<file path="config.mk">
export PLATFORM = sky130hd
export DESIGN_NAME = key_debounce_multi
export DESIGN_NICKNAME = d
export VERILOG_FILES = /design/src/rtl/key_debounce_pkg.sv /design/src/rtl/key_debounce_channel.sv /design/src/rtl/key_debounce_multi.sv
export SDC_FILE = /design/constraint.sdc
export NUM_CORES = 1
export LEC_CHECK = 0
export BUFFER_PORTS_ARGS = -buffer_cell sky130_fd_sc_hd__buf_2
export CAP_MARGIN = 30
export CORE_MARGIN = 2
export CORE_UTILIZATION = 45
export CTS_CLUSTER_SIZE = 30
export DETAILED_ROUTE_END_ITERATION = 6
export PLACE_DENSITY = 0.72
export SLEW_MARGIN = 20
export SYNTH_ARGS = -nofsm -noshare
export SYNTH_HDL_FRONTEND = slang
export SYNTH_SLANG_ARGS = --single-unit
</file>
<file path="constraint.sdc">
create_clock -name clk_in -period 6.74 [get_ports clk_in]
set_input_delay 1.348 -clock clk_in [delete_from_list [all_inputs] [get_ports clk_in]]
set_output_delay 1.348 -clock clk_in [all_outputs]
set_load 0.01 [all_outputs]
</file>
<file path="src/rtl/key_debounce_pkg.sv">
// Shared types and helpers for the multi-key debouncer.
package key_debounce_pkg;

  typedef enum logic [1:0] {
    IDLE    = 2'd0,
    PRESSED = 2'd1,
    LONG    = 2'd2
  } key_state_e;

  // Bits needed to hold 0..max_val; never less than one bit.
  function automatic int cnt_w(input int max_val);
    return (max_val < 1) ? 1 : $clog2(max_val + 1);
  endfunction

endpackage

</file>
<file path="src/rtl/key_debounce_channel.sv">
// One key: debounce counter, hold/repeat FSM and single-cycle event pulses.
module key_debounce_channel
  import key_debounce_pkg::*;
#(
  parameter int STABLE_TICKS = 20,
  parameter int LONG_TICKS   = 1000,
  parameter int REPEAT_TICKS = 100
) (
  input  logic clk_in,
  input  logic rst_n,
  input  logic tick,
  input  logic sample,
  output logic key_level,
  output logic key_press,
  output logic key_release,
  output logic key_long,
  output logic key_repeat
);

  localparam int SW = cnt_w(STABLE_TICKS);
  localparam int HW = cnt_w(LONG_TICKS);
  localparam int RW = cnt_w(REPEAT_TICKS);
  localparam logic [SW-1:0] STABLE_LAST = SW'(STABLE_TICKS - 1);
  localparam logic [HW-1:0] HOLD_MAX    = HW'(LONG_TICKS);
  localparam logic [RW-1:0] RPT_MAX     = RW'(REPEAT_TICKS);

  key_state_e    state;
  logic [SW-1:0] db_cnt;
  logic [HW-1:0] hold_cnt;
  logic [RW-1:0] rpt_cnt;

  logic [HW-1:0] hold_nxt;
  logic [RW-1:0] rpt_nxt;
  logic          differ;
  logic          accept;

  assign hold_nxt = hold_cnt + 1'b1;
  assign rpt_nxt  = rpt_cnt + 1'b1;
  assign differ   = (sample != key_level);
  assign accept   = differ && (db_cnt == STABLE_LAST);

  always_ff @(posedge clk_in or negedge rst_n) begin
    if (!rst_n) begin
      state       <= IDLE;
      db_cnt      <= '0;
      hold_cnt    <= '0;
      rpt_cnt     <= '0;
      key_level   <= 1'b0;
      key_press   <= 1'b0;
      key_release <= 1'b0;
      key_long    <= 1'b0;
      key_repeat  <= 1'b0;
    end else begin
      key_press   <= 1'b0;
      key_release <= 1'b0;
      key_long    <= 1'b0;
      key_repeat  <= 1'b0;
      if (tick) begin
        // Debounce: a run of STABLE_TICKS differing samples flips the level.
        if (!differ) begin
          db_cnt <= '0;
        end else if (accept) begin
          db_cnt      <= '0;
          key_level   <= sample;
          key_press   <= sample;
          key_release <= !sample;
        end else begin
          db_cnt <= db_cnt + 1'b1;
        end

        // An accepted edge overrides hold/repeat progress on the same tick.
        if (accept && sample) begin
          state    <= PRESSED;
          hold_cnt <= '0;
          rpt_cnt  <= '0;
        end else if (accept && !sample) begin
          state    <= IDLE;
          hold_cnt <= '0;
          rpt_cnt  <= '0;
        end else begin
          case (state)
            PRESSED: begin
              hold_cnt <= hold_nxt;
              if (hold_nxt == HOLD_MAX) begin
                key_long <= 1'b1;
                rpt_cnt  <= '0;
                state    <= LONG;
              end
            end
            LONG: begin
              // hold_cnt stays at LONG_TICKS here, i.e. saturated.
              if (REPEAT_TICKS != 0) begin
                if (rpt_nxt == RPT_MAX) begin
                  key_repeat <= 1'b1;
                  rpt_cnt    <= '0;
                end else begin
                  rpt_cnt <= rpt_nxt;
                end
              end
            end
            default: begin
              hold_cnt <= '0;
              rpt_cnt  <= '0;
            end
          endcase
        end
      end
    end
  end

endmodule

</file>
<file path="src/rtl/key_debounce_multi.sv">
// Multi-key debouncer: shared sample tick, per-key 2-FF sync, per-key channel.
module key_debounce_multi
  import key_debounce_pkg::*;
#(
  parameter int NUM_KEYS     = 3,
  parameter int CLK_HZ       = 50_000_000,
  parameter int TICK_HZ      = 1_000,
  parameter int STABLE_TICKS = 20,
  parameter int LONG_TICKS   = 1_000,
  parameter int REPEAT_TICKS = 100,
  parameter int ACTIVE_LOW   = 1
) (
  input  logic                clk_in,
  input  logic                rst_n,
  input  logic [NUM_KEYS-1:0] key_in,
  output logic [NUM_KEYS-1:0] key_level,
  output logic [NUM_KEYS-1:0] key_press,
  output logic [NUM_KEYS-1:0] key_release,
  output logic [NUM_KEYS-1:0] key_long,
  output logic [NUM_KEYS-1:0] key_repeat
);

  localparam int DIV = CLK_HZ / TICK_HZ;
  localparam int TW  = cnt_w(DIV - 1);
  localparam logic [TW-1:0]       DIV_LAST = TW'(DIV - 1);
  localparam logic [NUM_KEYS-1:0] IDLE_PIN = (ACTIVE_LOW != 0) ? '1 : '0;

  logic [TW-1:0]       tick_cnt;
  logic                tick;
  logic [NUM_KEYS-1:0] sync1;
  logic [NUM_KEYS-1:0] sync2;
  logic [NUM_KEYS-1:0] key_sample;

  assign tick = (tick_cnt == DIV_LAST);

  always_ff @(posedge clk_in or negedge rst_n) begin
    if (!rst_n)    tick_cnt <= '0;
    else if (tick) tick_cnt <= '0;
    else           tick_cnt <= tick_cnt + 1'b1;
  end

  // Sync flops reset to the released-pin level so reset never looks like a press.
  always_ff @(posedge clk_in or negedge rst_n) begin
    if (!rst_n) begin
      sync1 <= IDLE_PIN;
      sync2 <= IDLE_PIN;
    end else begin
      sync1 <= key_in;
      sync2 <= sync1;
    end
  end

  assign key_sample = (ACTIVE_LOW != 0) ? ~sync2 : sync2;

  for (genvar g = 0; g < NUM_KEYS; g++) begin : g_ch
    key_debounce_channel #(
      .STABLE_TICKS (STABLE_TICKS),
      .LONG_TICKS   (LONG_TICKS),
      .REPEAT_TICKS (REPEAT_TICKS)
    ) u_ch (
      .clk_in      (clk_in),
      .rst_n       (rst_n),
      .tick        (tick),
      .sample      (key_sample[g]),
      .key_level   (key_level[g]),
      .key_press   (key_press[g]),
      .key_release (key_release[g]),
      .key_long    (key_long[g]),
      .key_repeat  (key_repeat[g])
    );
  end

endmodule

</file>
==> results of run 1 <==
## cells in the mapped netlist, types with 8 or more instances
library cell / number / area (µm²)
sky130_fd_sc_hd__nor3_1: 15 / 75.1
sky130_fd_sc_hd__xnor2_1: 11 / 96.3
sky130_fd_sc_hd__inv_1: 22 / 82.6
sky130_fd_sc_hd__buf_4: 15 / 113
sky130_fd_sc_hd__and3_1: 12 / 75.1
sky130_fd_sc_hd__nand3_1: 33 / 165
sky130_fd_sc_hd__o31ai_1: 15 / 113
sky130_fd_sc_hd__o21ai_0: 44 / 220
sky130_fd_sc_hd__nor2_1: 59 / 221
sky130_fd_sc_hd__dfrtp_1: 103 / 2580
sky130_fd_sc_hd__nand2_1: 67 / 251
sky130_fd_sc_hd__and2_1: 9 / 56.3
sky130_fd_sc_hd__o21ai_1: 8 / 40.0
sky130_fd_sc_hd__nor2b_1: 11 / 68.8
sky130_fd_sc_hd__a21oi_1: 21 / 105
sky130_fd_sc_hd__xor2_1: 15 / 131
sky130_fd_sc_hd__clkbuf_1: 10 / 37.5
sky130_fd_sc_hd__ha_1: 10 / 125
sky130_fd_sc_hd__a31oi_1: 10 / 62.6
## cell type report
cell class,instances,area [µm²]
inverters,22,82.6
clock inverters,4,95.1
repair buffers,22,140
clock buffers,12,256
flip-flops and latches,109,2740
well taps,172,215
multi-input cells,446,2730
fillers,1196,6260
## sequential cells by signal, summed over array words and instances, names as in the netlist
| signal | count |
|---|---|
| sync2 | 3 |
| g_ch.u_ch.key_long | 3 |
| sync1 | 3 |
| g_ch.u_ch.key_press | 3 |
| tick_cnt | 16 |
| g_ch.u_ch.hold_cnt | 30 |
| g_ch.u_ch.key_level | 3 |
| g_ch.u_ch.key_repeat | 3 |
| g_ch.u_ch.db_cnt | 15 |
| g_ch.u_ch.state | 6 |
| g_ch.u_ch.key_release | 3 |
| g_ch.u_ch.rpt_cnt | 21 |
## how the worst max path moves through the flow
stage / from / endpoint / cells past startpoint
floorplan: g_ch[0].u_ch.hold_cnt[0] / g_ch[0].u_ch.rpt_cnt[2] / 9
global placement: tick_cnt[0] / g_ch[1].u_ch.rpt_cnt[6] / 6
detailed placement: tick_cnt[0] / g_ch[1].u_ch.rpt_cnt[6] / 6
CTS: tick_cnt[0] / g_ch[2].u_ch.hold_cnt[5] / 6
global route: tick_cnt[0] / g_ch[2].u_ch.hold_cnt[5] / 6
finish: tick_cnt[0] / g_ch[2].u_ch.hold_cnt[5] / 6
## logic make-up after synthesis
| logic type | synth area share, % |
|---|---|
| and+or+nand+nor | 24.2 |
| muxes | 1.29 |
| AOI/OAI and AO/OA | 16.0 |
| adders and majority gates | 2.18 |
| buffers and inverters | 4.71 |
| DFF | 47.7 |
| xor gates and xnor gates | 3.97 |
## power by group through the flow
stage	combinational, mW	clock [mW]	sequential [mW]
global placement	0.0171	0	0.671
CTS	0.0199	0.628	0.658
floorplan	0.00211	0	0.671
global route	0.0221	0.651	0.658
detailed placement	0.0197	0	0.671
finish	0.0186	0.610	0.658
## layer usage
| metal | vias up | track usage (%) |
|---|---|---|
| met5 | - | 0 |
| met4 | 0 | 4.24 |
| met3 | 4 | 4.89 |
| met2 | 60 | 28.9 |
| met1 | 2233 | 22.7 |
| li1 | 2179 | - |
## worst reg2reg max path: stages (launching register included)
cell and delay, ns:
sky130_fd_sc_hd__dfrtp_1 0.39, sky130_fd_sc_hd__ha_1 0.22, sky130_fd_sc_hd__and3_1 0.29, sky130_fd_sc_hd__and4_1 0.28
sky130_fd_sc_hd__buf_4 0.40, sky130_fd_sc_hd__nand4b_1 0.62, sky130_fd_sc_hd__o41ai_1 0.57
## placed cells by master (no fill, tap or decap), types with 4 or more instances in the layout
cell | netlist | layout
sky130_fd_sc_hd__dfrtp_1 | 103 | 103
sky130_fd_sc_hd__nand2_1 | 67 | 67
sky130_fd_sc_hd__nor2_1 | 59 | 59
sky130_fd_sc_hd__o21ai_0 | 44 | 44
sky130_fd_sc_hd__nand3_1 | 33 | 33
sky130_fd_sc_hd__inv_1 | 22 | 22
sky130_fd_sc_hd__a21oi_1 | 21 | 21
sky130_fd_sc_hd__buf_2 | 6 | 18
sky130_fd_sc_hd__xor2_1 | 15 | 15
sky130_fd_sc_hd__nor3_1 | 15 | 15
sky130_fd_sc_hd__o31ai_1 | 15 | 15
sky130_fd_sc_hd__and3_1 | 12 | 12
sky130_fd_sc_hd__xnor2_1 | 11 | 11
sky130_fd_sc_hd__nor2b_1 | 11 | 11
sky130_fd_sc_hd__a31oi_1 | 10 | 10
sky130_fd_sc_hd__ha_1 | 10 | 10
sky130_fd_sc_hd__and2_1 | 9 | 9
sky130_fd_sc_hd__clkbuf_16 | 0 | 9
sky130_fd_sc_hd__o21ai_1 | 8 | 8
sky130_fd_sc_hd__nand4_1 | 6 | 6
sky130_fd_sc_hd__nor4b_1 | 6 | 6
sky130_fd_sc_hd__nand2b_1 | 6 | 6
sky130_fd_sc_hd__nand4b_1 | 6 | 6
sky130_fd_sc_hd__o41ai_1 | 6 | 6
sky130_fd_sc_hd__a22o_1 | 6 | 6
sky130_fd_sc_hd__dfstp_2 | 6 | 6
sky130_fd_sc_hd__nor4_1 | 5 | 5
sky130_fd_sc_hd__mux2i_1 | 4 | 4
sky130_fd_sc_hd__a21o_1 | 4 | 4
sky130_fd_sc_hd__o211ai_1 | 4 | 4
==> impl_metrics.py, run 1 <==
metrics = {
    "floorplan": {
        "design.portCount": 20,
        "fp-row-count": 41,
        "core_area_um2": 12500,
        "die_outline_area_um2": 13700,
        "fp.dieW_um": 117,
        "initial_core_util_pct": 45.8,
        "die_h_um": 117,
    },
    "critical_path": {
        "critical_path.max_stage_delay_ns": 0.61,
        "worst-path-buf-inv": 1,
        "cp_data_arrival_time_ns": 3.11,
        "critPathSlowestCell": "sky130_fd_sc_hd__nand4b_1",
        "reg2regPathDepth": 6,
        "critical_path_class": "register to register",
        "worstPathRequired_ns": 6.96,
        "startpoint_of_the_lowest_slack_register_to_register_path": "tick_cnt[0]",
        "reg2reg_slack_ns": 3.85,
        "worst_setup_path_start_kind": "register",
        "crit_path_max_fanout": 38,
        "timing.rr.end": "g_ch[2].u_ch.hold_cnt[5]",
        "critPathTopFamily": "simple AND/OR/NAND/NOR gates",
        "worst_setup_path_end_kind": "register",
        "worstPathCellList": "ha_1 -> and3_1 -> and4_1 -> buf_4 -> nand4b_1 -> o41ai_1",
    },
    "cells_and_area": {
        "finish.net_count": 625,
        "drive_gt1_share_pct": 8.62,
        "area.growth.synth_to_final_pct": 9.05,
        "postLayoutCellArea_um2": 6260,
        "utilization_pct": 50.0,
        "antenna-diode-count": 0,
        "layoutNonFillerInstCount": 787,
    },
    "timing": {
        "finalCriticalPeriod_ns": 2.89,
        "fin_worst_skew_ns": 0.00903,
        "grt_setup_unrepaired": "no",
        "whs_ns": 0.356,
        "max_freq_ghz": 0.346,
        "tightestPinTransition_ns": 0.626,
        "setup_violations": 0,
        "final-max-slew-violation-count": 0,
        "timing.max_slew.rel_slack_pct": 57.7,
        "share_of_the_cycle_needed_by_the_critical_path_after_routing_pct": 42.9,
        "setup-tns-final_ns": 0,
        "finalHoldViolCount": 0,
        "post-route-worst-setup-slack_ns": 3.85,
    },
    "detailed_routing": {
        "total_routed_wirelength_um": 11300,
        "viasPerCell": 5.69,
        "antenna_left": 0,
        "num_vias": 4476,
        "wirelength_met1_um": 5280,
        "avgRoutedWirePerCell_um": 14.4,
        "maxUsedRoutingLayer": "met4",
        "initialDrtViolationCount": 299,
        "drtPass1Iterations": 5,
        "detailroute.wirelength.met3_um": 320,
        "route.met2.wl_um": 5620,
        "drt_drc_violations_left": 0,
    },
    "worst_hold_path": {
        "min_from": "sync1[2]",
        "timing.hold.worst_endpoint": "sync2[2]",
        "hold_path_depth": 0,
        "min_path_type": "register to register",
    },
    "placed_design": {
        "dpl_hpwl_um": 7730,
        "placement.io_buffers": 19,
        "post-place-ws_ns": 3.91,
        "post-place-cells": 771,
        "globalplace.congestion": 0.845,
        "placed_cell_area_um2": 5910,
    },
    "clock_network": {
        "tritoncts": "yes",
        "post-cts-setup-buffers": 0,
        "cts_buffer_depth": 2,
        "cts.htree.levels": 3,
        "cts.clk_slew.worst_paths_ns": 0.07,
        "post_cts_resize_count": 0,
        "clock-sinks": 109,
        "worstSkewPairLatency_ns": 0.35,
        "cts_made_buffers": 9,
        "clk_root_buffer_cell": "sky130_fd_sc_hd__clkbuf_16",
        "hold_buffers": 0,
    },
    "grt": {
        "grt_antenna_before_repair": 0,
        "grt_max_degree": 48,
        "first_global_vias": 4266,
        "grt_pass1_wl_um": 19200,
        "total_overflow_reported_by_the_global_router": 0,
        "total_track_usage_pct": 17.4,
    },
    "pwr": {
        "pwr-share-seq_pct": 51.2,
        "leakagePower_nw": 2.75,
        "pwr-share-comb_pct": 1.4,
        "total_power_mw": 1.29,
        "vdd.ir_drop.worst_mv": 0.169,
        "power.switching_fraction_pct": 18.9,
        "netSwitchingPower_uw": 243,
        "cellInternalPower_mw": 1.04,
        "p_clk_share_pct": 47.4,
        "power.density_cell_area_nw_per_um2": 206,
    },
    "outcome": {
        "run_status": "finished clean",
    },
    "logic_synthesis": {
        "count_of_flip_flops_with_a_built_in_enable_after_synthesis": 0,
        "synth-seq-area-share_pct": 47.7,
        "synth-main-ff-cell": "sky130_fd_sc_hd__dfrtp_1",
        "yosys_warnings": 0,
        "synthArstFlopShare_pct": 100,
        "net_count_after_synthesis": 625,
        "syn_area_per_cell_um2": 9.41,
        "post_synth_num_cell_types": 66,
        "syn-instance-count": 610,
        "ys_ff_latch": 109,
        "syn-cell-area_um2": 5740,
    },
    "job": {
        "cap_viol_max_count": 0,
    },
}
No activity file was read; power rests on OpenSTA's default activity.
==> run 2: changes to the inputs <==
- ABC_AREA: not set -> 1
- PLACE_DENSITY: 0.72 -> 0.74
- clock period: 6.74 -> 2.3 ns (I/O delays scaled with it)
==> run 2 against run 1 <==
Against the previous run:
- maximum frequency increased by 47%
- non-clock buffer count rose by 4
- hold slack worse by 0.19 ns
- sequential share of layout area fell by 0.39 points
- largest power group unchanged
==> impl_metrics.py, run 2 <==
metrics = {
    "placed_design": {
        "placement.io_buffers": 19,
        "dpl_hpwl_um": 7790,
        "globalplace.congestion": 0.882,
        "post-place-ws_ns": 0.331,
    },
    "logic_synthesis": {
        "synth_xor_area_share_pct": 4.23,
        "synthArstFlopShare_pct": 100,
        "post_synth_num_cell_types": 37,
        "synth_commonest_cells": "150 x sky130_fd_sc_hd__nand2_1, 103 x sky130_fd_sc_hd__dfrtp_1, 99 x sky130_fd_sc_hd__inv_1",
        "synth-main-ff-cell": "sky130_fd_sc_hd__dfrtp_1",
        "yosys_warnings": 0,
        "syn_area_per_cell_um2": 8.04,
        "synth.area.mux_share_pct": 0,
        "syn-cell-area_um2": 5790,
        "post_synth_and_or_nand_nor_area_fraction_pct": 29.3,
        "synth_top_cell_by_area": "sky130_fd_sc_hd__dfrtp_1",
        "synth_top_area_share_pct": 44.5,
        "synth_most_common_cell": "sky130_fd_sc_hd__nand2_1",
        "syn-instance-count": 721,
        "synth-seq-area-share_pct": 47.2,
        "ys_top_cells_by_area": "sky130_fd_sc_hd__dfrtp_1 44%, sky130_fd_sc_hd__nand2_1 9.7%, sky130_fd_sc_hd__nand3_1 6.7%",
        "fraction_of_the_mapped_netlist_area_in_compound_gates_pct": 8.10,
        "net_count_after_synthesis": 736,
        "post_synth_fa_ha_maj_area_fraction_pct": 2.16,
        "ys_ff_latch": 109,
        "count_of_flip_flops_with_a_built_in_enable_after_synthesis": 0,
        "synth_top_family_by_area": "simple AND/OR/NAND/NOR gates",
    },
    "cells_and_area": {
        "layout_commonest_cell": "sky130_fd_sc_hd__nand2_1",
        "multi_input_area_um2": 2530,
        "largest_register_ff_count": 30,
        "finish.net_count": 753,
        "utilization_pct": 50.0,
        "most-common-layout-cells": "150 x sky130_fd_sc_hd__nand2_1, 103 x sky130_fd_sc_hd__dfrtp_1, 99 x sky130_fd_sc_hd__inv_1, 84 x sky130_fd_sc_hd__nor2_1, 77 x sky130_fd_sc_hd__nand3_1",
        "largestRegisters": "g_ch.u_ch.hold_cnt: 30 flops, g_ch.u_ch.rpt_cnt: 21 flops, tick_cnt: 16 flops",
        "num-fill-cells": 1215,
        "largest-register": "g_ch.u_ch.hold_cnt",
        "register_area_um2": 2740,
        "area.growth.synth_to_final_pct": 8.96,
        "antenna-diode-count": 0,
        "drive_gt1_share_pct": 10.5,
    },
    "timing": {
        "finalCriticalPeriod_ns": 1.96,
        "fin_worst_skew_ns": 0.00531,
        "finalHoldViolCount": 0,
        "setup_violations": 0,
        "share_of_the_cycle_needed_by_the_critical_path_after_routing_pct": 85.3,
        "max_freq_ghz": 0.510,
        "timing.max_slew.rel_slack_pct": 61.2,
        "setup-tns-final_ns": 0,
        "tightestPinTransition_ns": 0.581,
        "grt_setup_unrepaired": "no",
        "final-max-slew-violation-count": 0,
        "post-route-worst-setup-slack_ns": 0.338,
    },
    "clock_network": {
        "cts.htree.levels": 3,
        "clock-sinks": 109,
        "cts_made_buffers": 9,
        "cts.clk_slew.worst_paths_ns": 0.07,
        "clk_root_buffer_cell": "sky130_fd_sc_hd__clkbuf_16",
        "post-cts-setup-buffers": 0,
        "post_cts_resize_count": 0,
        "cts_buffer_depth": 2,
        "tritoncts": "yes",
        "hold_buffers": 0,
        "worstSkewPairLatency_ns": 0.35,
    },
    "floorplan": {
        "core_area_um2": 12600,
        "die_outline_area_um2": 13800,
        "initial_core_util_pct": 45.9,
        "fp.dieW_um": 117,
        "design.portCount": 20,
        "fp-row-count": 41,
        "die_h_um": 117,
    },
    "pwr": {
        "vdd.ir_drop.worst_mv": 0.327,
        "power.density_cell_area_nw_per_um2": 548,
        "leakagePower_nw": 3.09,
    },
    "outcome": {
        "run_status": "finished clean",
    },
    "grt": {
        "total_track_usage_pct": 16.8,
        "grt_antenna_before_repair": 0,
        "grt_pass1_wl_um": 19300,
        "grt_max_degree": 110,
        "first_global_vias": 4263,
        "total_overflow_reported_by_the_global_router": 0,
    },
    "critical_path": {
        "worstPathRequired_ns": 2.55,
        "worst_setup_path_start_kind": "register",
        "critical_path_class": "register to register",
        "cp_data_arrival_time_ns": 2.22,
        "crit_path_max_fanout": 17,
        "worst_setup_path_end_kind": "register",
    },
    "detailed_routing": {
        "antenna_left": 0,
        "viasPerCell": 4.99,
        "num_vias": 4568,
        "initialDrtViolationCount": 338,
        "drtPass1Iterations": 6,
        "total_routed_wirelength_um": 10900,
        "avgRoutedWirePerCell_um": 11.9,
        "drt_drc_violations_left": 0,
    },
    "worst_hold_path": {
        "min_path_type": "input port to async pin",
    },
    "job": {
        "cap_viol_max_count": 0,
    },
}
run 2: final timing paths:
path	cells after the start	slack [ns]	startpoint	to
setup / recovery	8	0.34	tick_cnt[0]	g_ch[1].u_ch.hold_cnt[2]
hold / removal	2	0.17	rst_n	g_ch[1].u_ch.hold_cnt[8]
setup reg to reg	8	0.34	tick_cnt[0]	g_ch[1].u_ch.hold_cnt[2]
hold reg to reg	0	0.36	sync1[0]	sync2[0]
max in group asynchronous	2	1.68	rst_n	g_ch[0].u_ch.hold_cnt[2]
min in group clk_in	1	0.20	key_in[2]	sync1[2]
run 2: layout make-up:
class | instances | area share, %
flip-flops and latches | 109 | 43.3
clock inverters | 6 | 0.733
multi-input cells | 491 | 40.2
well taps | 172 | 3.41
inverters | 101 | 6.02
repair buffers | 26 | 2.58
clock buffers | 10 | 3.79
run 2: critical path, cell delays in order, from the launching register on:
cell,delay (ns)
sky130_fd_sc_hd__dfrtp_1,0.38
sky130_fd_sc_hd__ha_1,0.21
sky130_fd_sc_hd__nand3_1,0.14
sky130_fd_sc_hd__nor2_2,0.26
sky130_fd_sc_hd__nand2_4,0.08
sky130_fd_sc_hd__clkinv_2,0.21
sky130_fd_sc_hd__buf_4,0.22
sky130_fd_sc_hd__nand2_2,0.12
sky130_fd_sc_hd__o31ai_1,0.25
run 2: cell families (layout without fill, tap and decap cells):
family          count (synthesis)  after routing
compound gates                 82             82
fa+ha+maj                      10             10
simple gates                  371            371
buf+inv                       121            143
xor+xnor                       28             28
flops                         109            109
run 2: power breakdown:
| group | total, mW | internal (mW) | switching (mW) |
|---|---|---|---|
| Sequential | 1.93 | 1.92 | 0.00345 |
| Combinational | 0.0498 | 0.00843 | 0.0414 |
| Clock | 1.48 | 0.770 | 0.714 |
run 2: layer usage:
layer / track usage [%] / share of wire, % / up-vias / wire length (µm)
met5: 0 / 0 / - / 0
met4: 3.61 / 0.89 / 0 / 97
met3: 4.31 / 3.5 / 10 / 383
met2: 27.6 / 48 / 68 / 5210
met1: 22.7 / 48 / 2126 / 5200
li1: - / - / 2364 / -
run 2: stage by stage:
| stage | instance area [µm²] | power [mW] | instances | hold WS (ns) |
|---|---|---|---|---|
| after floorplan | 5790 | 1.97 | 721 | 0.164 |
| after global placement | 6030 | 2.02 | 899 | 0.345 |
| after detailed placement | 6030 | 2.02 | 899 | 0.347 |
| after CTS | 6310 | 3.51 | 915 | 0.192 |
| after global routing | 6310 | 3.59 | 915 | 0.187 |
| final | 6310 | 3.46 | 915 | 0.168 |
